## src/rtl/mips_debug_pkg.sv

```systemverilog
// Shared encodings for the MIPS run/step/halt debug controller.
package mips_debug_pkg;

  typedef enum logic [1:0] {
    ST_IDLE = 2'd0,
    ST_RUN  = 2'd1,
    ST_STEP = 2'd2,
    ST_DONE = 2'd3
  } state_e;

  typedef enum logic [1:0] {
    CMD_NOP  = 2'b00,
    CMD_RUN  = 2'b01,
    CMD_STEP = 2'b10,
    CMD_HALT = 2'b11
  } cmd_e;

  localparam logic [5:0] HALT_OPCODE_DEFAULT = 6'b111111;

endpackage

```

## src/rtl/mips_debug_if.sv

```systemverilog
// Host command handshake for the debug controller: strobe, command code, ready.
interface mips_debug_if;
  import mips_debug_pkg::*;

  logic i_cmd_valid;
  cmd_e i_cmd;
  logic o_cmd_ready;

  modport master (output i_cmd_valid, output i_cmd, input  o_cmd_ready);
  modport slave  (input  i_cmd_valid, input  i_cmd, output o_cmd_ready);

endinterface

```

## src/rtl/debug_snapshot_reg.sv

```systemverilog
// Snapshot register for all inter-stage latch buses plus a registered
// word-select readback mux (out-of-range selects read as zero).
module debug_snapshot_reg #(
  parameter int LEN       = 32,
  parameter int NB_STAGES = 4,
  parameter int NB_LATCH  = 192,
  localparam int NB_WORDS = NB_LATCH / LEN,
  localparam int SW       = (NB_STAGES > 1) ? $clog2(NB_STAGES) : 1,
  localparam int WW       = (NB_WORDS > 1) ? $clog2(NB_WORDS) : 1
) (
  input  logic                          i_clk,
  input  logic                          i_rst,
  input  logic                          i_load,
  input  logic [NB_STAGES*NB_LATCH-1:0] i_data,
  input  logic [SW-1:0]                 i_rd_stage,
  input  logic [WW-1:0]                 i_rd_word,
  output logic [LEN-1:0]                o_rd_data
);

  logic [NB_STAGES*NB_LATCH-1:0] snap_q;
  logic [LEN-1:0]                words [NB_STAGES][NB_WORDS];

  // NOTE: the snapshot is a flop bank, not a RAM, so it can take the async
  // reset; host readback right after reset must see zeros, not stale data.
  always_ff @(posedge i_clk or negedge i_rst) begin
    if (!i_rst)      snap_q <= '0;
    else if (i_load) snap_q <= i_data;
  end

  for (genvar s = 0; s < NB_STAGES; s++) begin : g_stage
    for (genvar w = 0; w < NB_WORDS; w++) begin : g_word
      assign words[s][w] = snap_q[s*NB_LATCH + w*LEN +: LEN];
    end
  end

  always_ff @(posedge i_clk or negedge i_rst) begin
    if (!i_rst) begin
      o_rd_data <= '0;
    end else if (int'(i_rd_stage) < NB_STAGES && int'(i_rd_word) < NB_WORDS) begin
      o_rd_data <= words[i_rd_stage][i_rd_word];
    end else begin
      o_rd_data <= '0;
    end
  end

endmodule

```

## src/rtl/mips_debug_ctrl.sv

```systemverilog
// Run/step/halt controller beside the MIPS pipeline: advance enable, cycle
// counter, halt-opcode detect, latch snapshot. Optional MIPS_DEBUG_BREAKPOINT_EN.
module mips_debug_ctrl
  import mips_debug_pkg::*;
#(
  parameter int LEN            = 32,
  parameter int NB_STAGES      = 4,
  parameter int NB_LATCH       = 192,
  parameter int NB_CYCLES      = 32,
  parameter int NB_INSTRUCCION = 6,
  parameter logic [NB_INSTRUCCION-1:0] HALT_OPCODE = NB_INSTRUCCION'(HALT_OPCODE_DEFAULT),
  localparam int NB_WORDS      = NB_LATCH / LEN,
  localparam int SW            = (NB_STAGES > 1) ? $clog2(NB_STAGES) : 1,
  localparam int WW            = (NB_WORDS > 1) ? $clog2(NB_WORDS) : 1
) (
  input  logic                          i_clk,
  input  logic                          i_rst,
  mips_debug_if.slave                   cmd_if,
`ifdef MIPS_DEBUG_BREAKPOINT_EN
  input  logic                          i_bp_en,
  input  logic [LEN-1:0]                i_bp_pc,
  input  logic [LEN-1:0]                i_if_pc,
`endif
  input  logic                          i_wb_valid,
  input  logic [NB_INSTRUCCION-1:0]     i_wb_opcode,
  input  logic [NB_STAGES*NB_LATCH-1:0] i_latches,
  output logic                          o_pipe_en,
  output logic [1:0]                    o_state,
  output logic [NB_CYCLES-1:0]          o_cycle_count,
  input  logic [SW-1:0]                 i_rd_stage,
  input  logic [WW-1:0]                 i_rd_word,
  output logic [LEN-1:0]                o_rd_data
);

  state_e state_q;
  logic   pipe_en_d;
  logic   halt_op;
  logic   cmd_acc;
  logic   bp_hit;

  assign halt_op = i_wb_valid && (i_wb_opcode == HALT_OPCODE);
  assign cmd_acc = cmd_if.i_cmd_valid && cmd_if.o_cmd_ready;

`ifdef MIPS_DEBUG_BREAKPOINT_EN
  // Only RUN honours breakpoints, so a STEP can move off a matching PC.
  assign bp_hit = (state_q == ST_RUN) && i_bp_en && (i_if_pc == i_bp_pc);
`else
  assign bp_hit = 1'b0;
`endif

  assign cmd_if.o_cmd_ready = (state_q == ST_IDLE) || (state_q == ST_RUN);
  assign o_pipe_en          = ((state_q == ST_RUN) && !bp_hit) || (state_q == ST_STEP);
  assign o_state            = state_q;

  // NOTE: state registers use non-blocking assignments so every flop samples
  // pre-edge values regardless of block evaluation order.
  always_ff @(posedge i_clk or negedge i_rst) begin
    if (!i_rst) begin
      state_q <= ST_IDLE;
    end else begin
      unique case (state_q)
        ST_IDLE: begin
          if (cmd_acc && cmd_if.i_cmd == CMD_RUN)       state_q <= ST_RUN;
          else if (cmd_acc && cmd_if.i_cmd == CMD_STEP) state_q <= ST_STEP;
        end
        ST_RUN: begin
          // Halt opcode outranks both the breakpoint and a host halt.
          if (halt_op)                                  state_q <= ST_DONE;
          else if (bp_hit)                              state_q <= ST_IDLE;
          else if (cmd_acc && cmd_if.i_cmd == CMD_HALT) state_q <= ST_IDLE;
        end
        ST_STEP: state_q <= halt_op ? ST_DONE : ST_IDLE;
        ST_DONE: state_q <= ST_DONE;
        default: state_q <= ST_IDLE;
      endcase
    end
  end

  always_ff @(posedge i_clk or negedge i_rst) begin
    if (!i_rst) begin
      o_cycle_count <= '0;
      pipe_en_d     <= 1'b0;
    end else begin
      pipe_en_d <= o_pipe_en;
      if (o_pipe_en && o_cycle_count != '1) o_cycle_count <= o_cycle_count + 1'b1;
    end
  end

  // Loading one edge behind the enable captures the latches as they stand
  // after each advancing edge, including the last one.
  debug_snapshot_reg #(
    .LEN       (LEN),
    .NB_STAGES (NB_STAGES),
    .NB_LATCH  (NB_LATCH)
  ) u_snapshot (
    .i_clk      (i_clk),
    .i_rst      (i_rst),
    .i_load     (pipe_en_d),
    .i_data     (i_latches),
    .i_rd_stage (i_rd_stage),
    .i_rd_word  (i_rd_word),
    .o_rd_data  (o_rd_data)
  );

endmodule

```

## src/flat_wrapper.sv

```systemverilog
// flat-port wrapper written by rule: the top's interface ports become plain ports
module mips_debug_ctrl_flat import mips_debug_pkg::*;
#(
  parameter int LEN            = 32,
  parameter int NB_STAGES      = 4,
  parameter int NB_LATCH       = 192,
  parameter int NB_CYCLES      = 32,
  parameter int NB_INSTRUCCION = 6,
  parameter logic [NB_INSTRUCCION-1:0] HALT_OPCODE = NB_INSTRUCCION'(HALT_OPCODE_DEFAULT),
  localparam int NB_WORDS      = NB_LATCH / LEN,
  localparam int SW            = (NB_STAGES > 1) ? $clog2(NB_STAGES) : 1,
  localparam int WW            = (NB_WORDS > 1) ? $clog2(NB_WORDS) : 1
)
  (i_clk, i_rst, i_wb_valid, i_wb_opcode, i_latches, o_pipe_en, o_state, o_cycle_count, i_rd_stage, i_rd_word, o_rd_data, cmd_if_i_cmd_valid, cmd_if_i_cmd, cmd_if_o_cmd_ready);
  mips_debug_if cmd_if_i ();
  input  logic i_clk;
  input  logic i_rst;
  input  logic i_wb_valid;
  input  logic [NB_INSTRUCCION-1:0] i_wb_opcode;
  input  logic [NB_STAGES*NB_LATCH-1:0] i_latches;
  output logic o_pipe_en;
  output logic [1:0] o_state;
  output logic [NB_CYCLES-1:0] o_cycle_count;
  input  logic [SW-1:0] i_rd_stage;
  input  logic [WW-1:0] i_rd_word;
  output logic [LEN-1:0] o_rd_data;
  input wire logic [$bits(cmd_if_i.i_cmd_valid)-1:0] cmd_if_i_cmd_valid;
  input wire logic [$bits(cmd_if_i.i_cmd)-1:0] cmd_if_i_cmd;
  output wire logic [$bits(cmd_if_i.o_cmd_ready)-1:0] cmd_if_o_cmd_ready;
  assign cmd_if_i.i_cmd_valid = cmd_if_i_cmd_valid;
  assign cmd_if_i.i_cmd = cmd_if_i_cmd;
  assign cmd_if_o_cmd_ready = cmd_if_i.o_cmd_ready;
  mips_debug_ctrl #(.LEN(LEN), .NB_STAGES(NB_STAGES), .NB_LATCH(NB_LATCH), .NB_CYCLES(NB_CYCLES), .NB_INSTRUCCION(NB_INSTRUCCION), .HALT_OPCODE(HALT_OPCODE)) u_core (.i_clk(i_clk), .i_rst(i_rst), .cmd_if(cmd_if_i), .i_wb_valid(i_wb_valid), .i_wb_opcode(i_wb_opcode), .i_latches(i_latches), .o_pipe_en(o_pipe_en), .o_state(o_state), .o_cycle_count(o_cycle_count), .i_rd_stage(i_rd_stage), .i_rd_word(i_rd_word), .o_rd_data(o_rd_data));
endmodule
```

## config.mk

```make
export PLATFORM = sky130hd
export DESIGN_NAME = mips_debug_ctrl_flat
export DESIGN_NICKNAME = d
export VERILOG_FILES = /design/src/rtl/mips_debug_pkg.sv /design/src/rtl/mips_debug_if.sv /design/src/rtl/debug_snapshot_reg.sv /design/src/rtl/mips_debug_ctrl.sv /design/src/flat_wrapper.sv
export SDC_FILE = /design/constraint.sdc
export NUM_CORES = 1
export LEC_CHECK = 0
export CORE_AREA = 3 3 329 331
export CTS_CLUSTER_DIAMETER = 100
export DETAILED_ROUTE_END_ITERATION = 8
export DIE_AREA = 0 0 332 334
export GPL_TIMING_DRIVEN = 0
export PLACE_DENSITY_LB_ADDON = 0.15
export SKIP_LAST_GASP = 1
export SYNTH_ARGS = -nofsm -noshare
export SYNTH_HDL_FRONTEND = slang
export SYNTH_HIERARCHICAL = 1
export SYNTH_SLANG_ARGS = --single-unit
```

## constraint.sdc

```tcl
create_clock -name i_clk -period 3.05 [get_ports i_clk]
set_clock_uncertainty 0.1 [all_clocks]
set_input_delay 0.61 -clock i_clk [delete_from_list [all_inputs] [get_ports i_clk]]
set_output_delay 0.61 -clock i_clk [all_outputs]
set_load 0.005 [all_outputs]
```

==> impl_metrics.toml <==
[route]
remaining_drc_errors = 0
firstDrtPassIters = 4
wl_met1_um = 62100
routedWlPerCell_um = 32.0
via_per_inst = 5.23
wl_met3_um = 10400
num_vias = 25347
drtIter0Drc = 1465
met2_length_um = 76000
drt.antenna.violating_nets = 0
wl_um = 155000
top_layer_used = "met5"

[logic_synthesis]
syn_nets = 3150
synth_seq_area_share = 0.565
synth_area_mm2 = 0.0370
synth-edff-count = 0
synth_top_flop_cell = "dfrtp_1"
avgSynthCellArea_um2 = 15.7
synth_cells = 2360
async_flop_share = 1.00
ys_ff_latch = 835
synth_cell_types = 48
yosys_warnings = 6

[power]
p_comb_frac = 0.354
switching_power_w = 0.0151
power.internal_w = 0.0327
p_sw_frac = 0.316
p_leak_nw = 20.8
finalPower_w = 0.0478
p_clk_frac = 0.238
seqPwrFrac = 0.408
power_density_mw_per_mm2 = 939
vdd_drop_max_v = 0.000626

[global_routing]
antenna_found_initial = 98
grt_pass1_wl_um = 215000
grt_max_degree = 117
grt-ovfl-total = 0
grt_usage = 0.275
grt_pass1_vias = 28604

[cells_and_area]
n_fill_cell = 9219
num-nets-final = 4108
syn2layout_area_growth_pct = 37.7
design_area_mm2 = 0.0510
final_layout_size_suffix_gt1_frac = 0.355
layout.cells.non_filler = 4843

[sta]
worst_pin_slew_ps = 1260
setup_viol = 5
finalHoldViolations = 0
rsz0062_at_grt = "no"
drv_slew = 0
min_period_ps = 3060
hold_ws_ps = 395
period_share = 1.00
relSlewSlack = 0.161
fmax_ghz = 0.327
setup_slack_ps = -9.81

[outcome]
violations = "negative setup slack"
outcome = "finished, violations left"

[hold_path]
hold_path_class = "input port to flip-flop"

[place]
port_buffers = 850
dp_hpwl_um = 121000
dpl_cell_area_mm2 = 0.0475
dp_slack_ps = -1580
place_inst = 4609
gp_congestion = 0.892

[clock_network]
clock-sinks = 835
h-tree-depth = 3
clock_tree.buffer_depth = 3
path_clk_slew_ps = 60
clock_latency_ps = 670
cts_made_buffers = 97
cts-root-buf = "clkbuf_16"
cts_tree = "yes"

[worst_setup_path]
startpoint_type = "flip-flop"
endpoint_kind = "flip-flop"
crit_chain = "clkbuf_1, clkbuf_1, buf_2, mux2_2"
slowest_delay_ps = 780
worstSetupPathType = "flip-flop to flip-flop"
cp_slowest_cell = "clkbuf_1"
critPathBufInv = 3
crit_required_ps = 3490
crit_family = "buffers and inverters"
path_max_fanout = 10
cp.arrival_ps = 3500
timing.critical_path.mode_cell = "clkbuf_1"

[floorplan]
die_y_um = 334
placementRows = 119
io-pin-count = 853
dieArea_mm2 = 0.111
die_x_um = 332
core-area_mm2 = 0.105
start_util = 0.351

[run]
maxCapViolations = 0
==> layer usage <==
metal	global-route usage	vias to the layer above
li1	-	10837
met1	0.334	13425
met2	0.458	779
met3	0.0830	252
met4	0.114	54
met5	0	-
==> what timing repair did <==
action,in CTS,in global routing
hold buffers,1,0
setup buffers,0,0
pin swaps,0,0
gates resized for setup,45,11
hold endpoints to repair,67,0
endpoints found under the setup margin,151,36
gates cloned,0,0
==> logic make-up after synthesis <==
kind of cell	after synthesis	synth area share
AO/OA/AOI/OAI	175	0.0330
XOR/XNOR	30	0.00710
adder cells (fa/ha/maj)	5	0.00169
buffers and inverters	166	0.0235
flip-flops	835	0.565
multiplexers	1059	0.356
AND/OR/NAND/NOR	90	0.0144
==> layout by cell type (no fill, tap or decap), types with 20 or more instances in the layout <==
cell and count:
dfrtp_1 835, clkbuf_1 62, mux2i_1 160, diode_2 61
mux4_2 128, buf_2 73, mux2_2 771, a22oi_1 64
clkbuf_16 100, a22o_1 32, clkinv_2 26, clkdlybuf4s50_1 848
clkbuf_8 20, o21ai_1 32
==> registers in the layout, summed over array words and instances (netlist names) <==
signal,count
u_core/pipe_en_d,1
u_core/u_snapshot/snap_q,768
u_core/o_cycle_count,32
u_core/u_snapshot/o_rd_data,32
u_core/o_state,2
==> final cells by class <==
class | instances | area [um^2] | share of cell area
multi-input combinational | 1359 | 15400 | 0.302
timing repair buffer | 859 | 8750 | 0.172
clock inverter | 34 | 270 | 0.00530
clock buffer | 138 | 2850 | 0.0558
buffer | 160 | 871 | 0.0171
sequential | 835 | 20900 | 0.410
antenna | 61 | 153 | 0.00300
inverter | 6 | 22.5 | 0.000442
tap | 1391 | 1740 | 0.0342
==> Yosys cell counts, drive strengths merged (2+ instances only) <==
cell type,instances,area share
mux4,128,0.078
and3,5,0.00085
or4,2,0.00054
nor4,4,0.00068
a21oi,4,0.00054
o21ai,34,0.0046
mux2,771,0.23
or3,2,0.00037
nor2,10,0.0011
xnor2,18,0.0043
nor2b,2,0.00034
xor2,12,0.0028
a22oi,64,0.013
and4,4,0.00095
o211ai,3,0.00061
ha,5,0.0017
buf,102,0.017
a31oi,33,0.0056
a22o,32,0.0076
clkbuf,58,0.0059
and2,4,0.00068
nand4,13,0.0022
inv,6,0.00061
nand2,11,0.0011
mux2i,160,0.043
nand3,16,0.0026
a211oi,2,0.00041
nor3,12,0.0019
dfrtp,835,0.56
==> metrics by stage <==
| stage | TNS, ps | util |
|---|---|---|
| after floorplan | 0 | - |
| final | -22.2 | 0.483 |
| after CTS | -65.7 | 0.482 |
| after global routing | 0 | 0.483 |
| after global placement | - | 0.448 |
| after detailed placement | -65720 | 0.450 |
==> power groups by stage <==
stage	clock, W	combinational, W	sequential (W)
2_1_floorplan	0	0.0111	0.0185
3_3_place_gp	0	0.0165	0.0195
3_5_place_dp	0	0.0170	0.0196
4_1_cts	0.0117	0.0172	0.0194
5_1_grt	0.0122	0.0180	0.0201
6_report	0.0114	0.0169	0.0195
==> worst reg2reg max path: stages (launching register included) <==
cell	delay (ps)
dfrtp_1	380
clkbuf_1	670
clkbuf_1	790
buf_2	580
mux2_2	420
==> path summary, 6_finish.rpt <==
path	cells after the start	endpoint	start	slack, ps
min in group asynchronous	2	u_core/u_snapshot/snap_q[150]	i_rst	410
min reg2reg	1	u_core/u_snapshot/snap_q[315]	u_core/u_snapshot/snap_q[315]	400
max	4	u_core/u_snapshot/snap_q[223]	u_core/pipe_en_d	-10
max reg2reg	4	u_core/u_snapshot/snap_q[223]	u_core/pipe_en_d	-10
max in group asynchronous	4	u_core/o_cycle_count[16]	i_rst	850
min	3	u_core/u_snapshot/o_rd_data[31]	i_rd_word[0]	400
No activity file was read; power rests on OpenSTA's default activity.
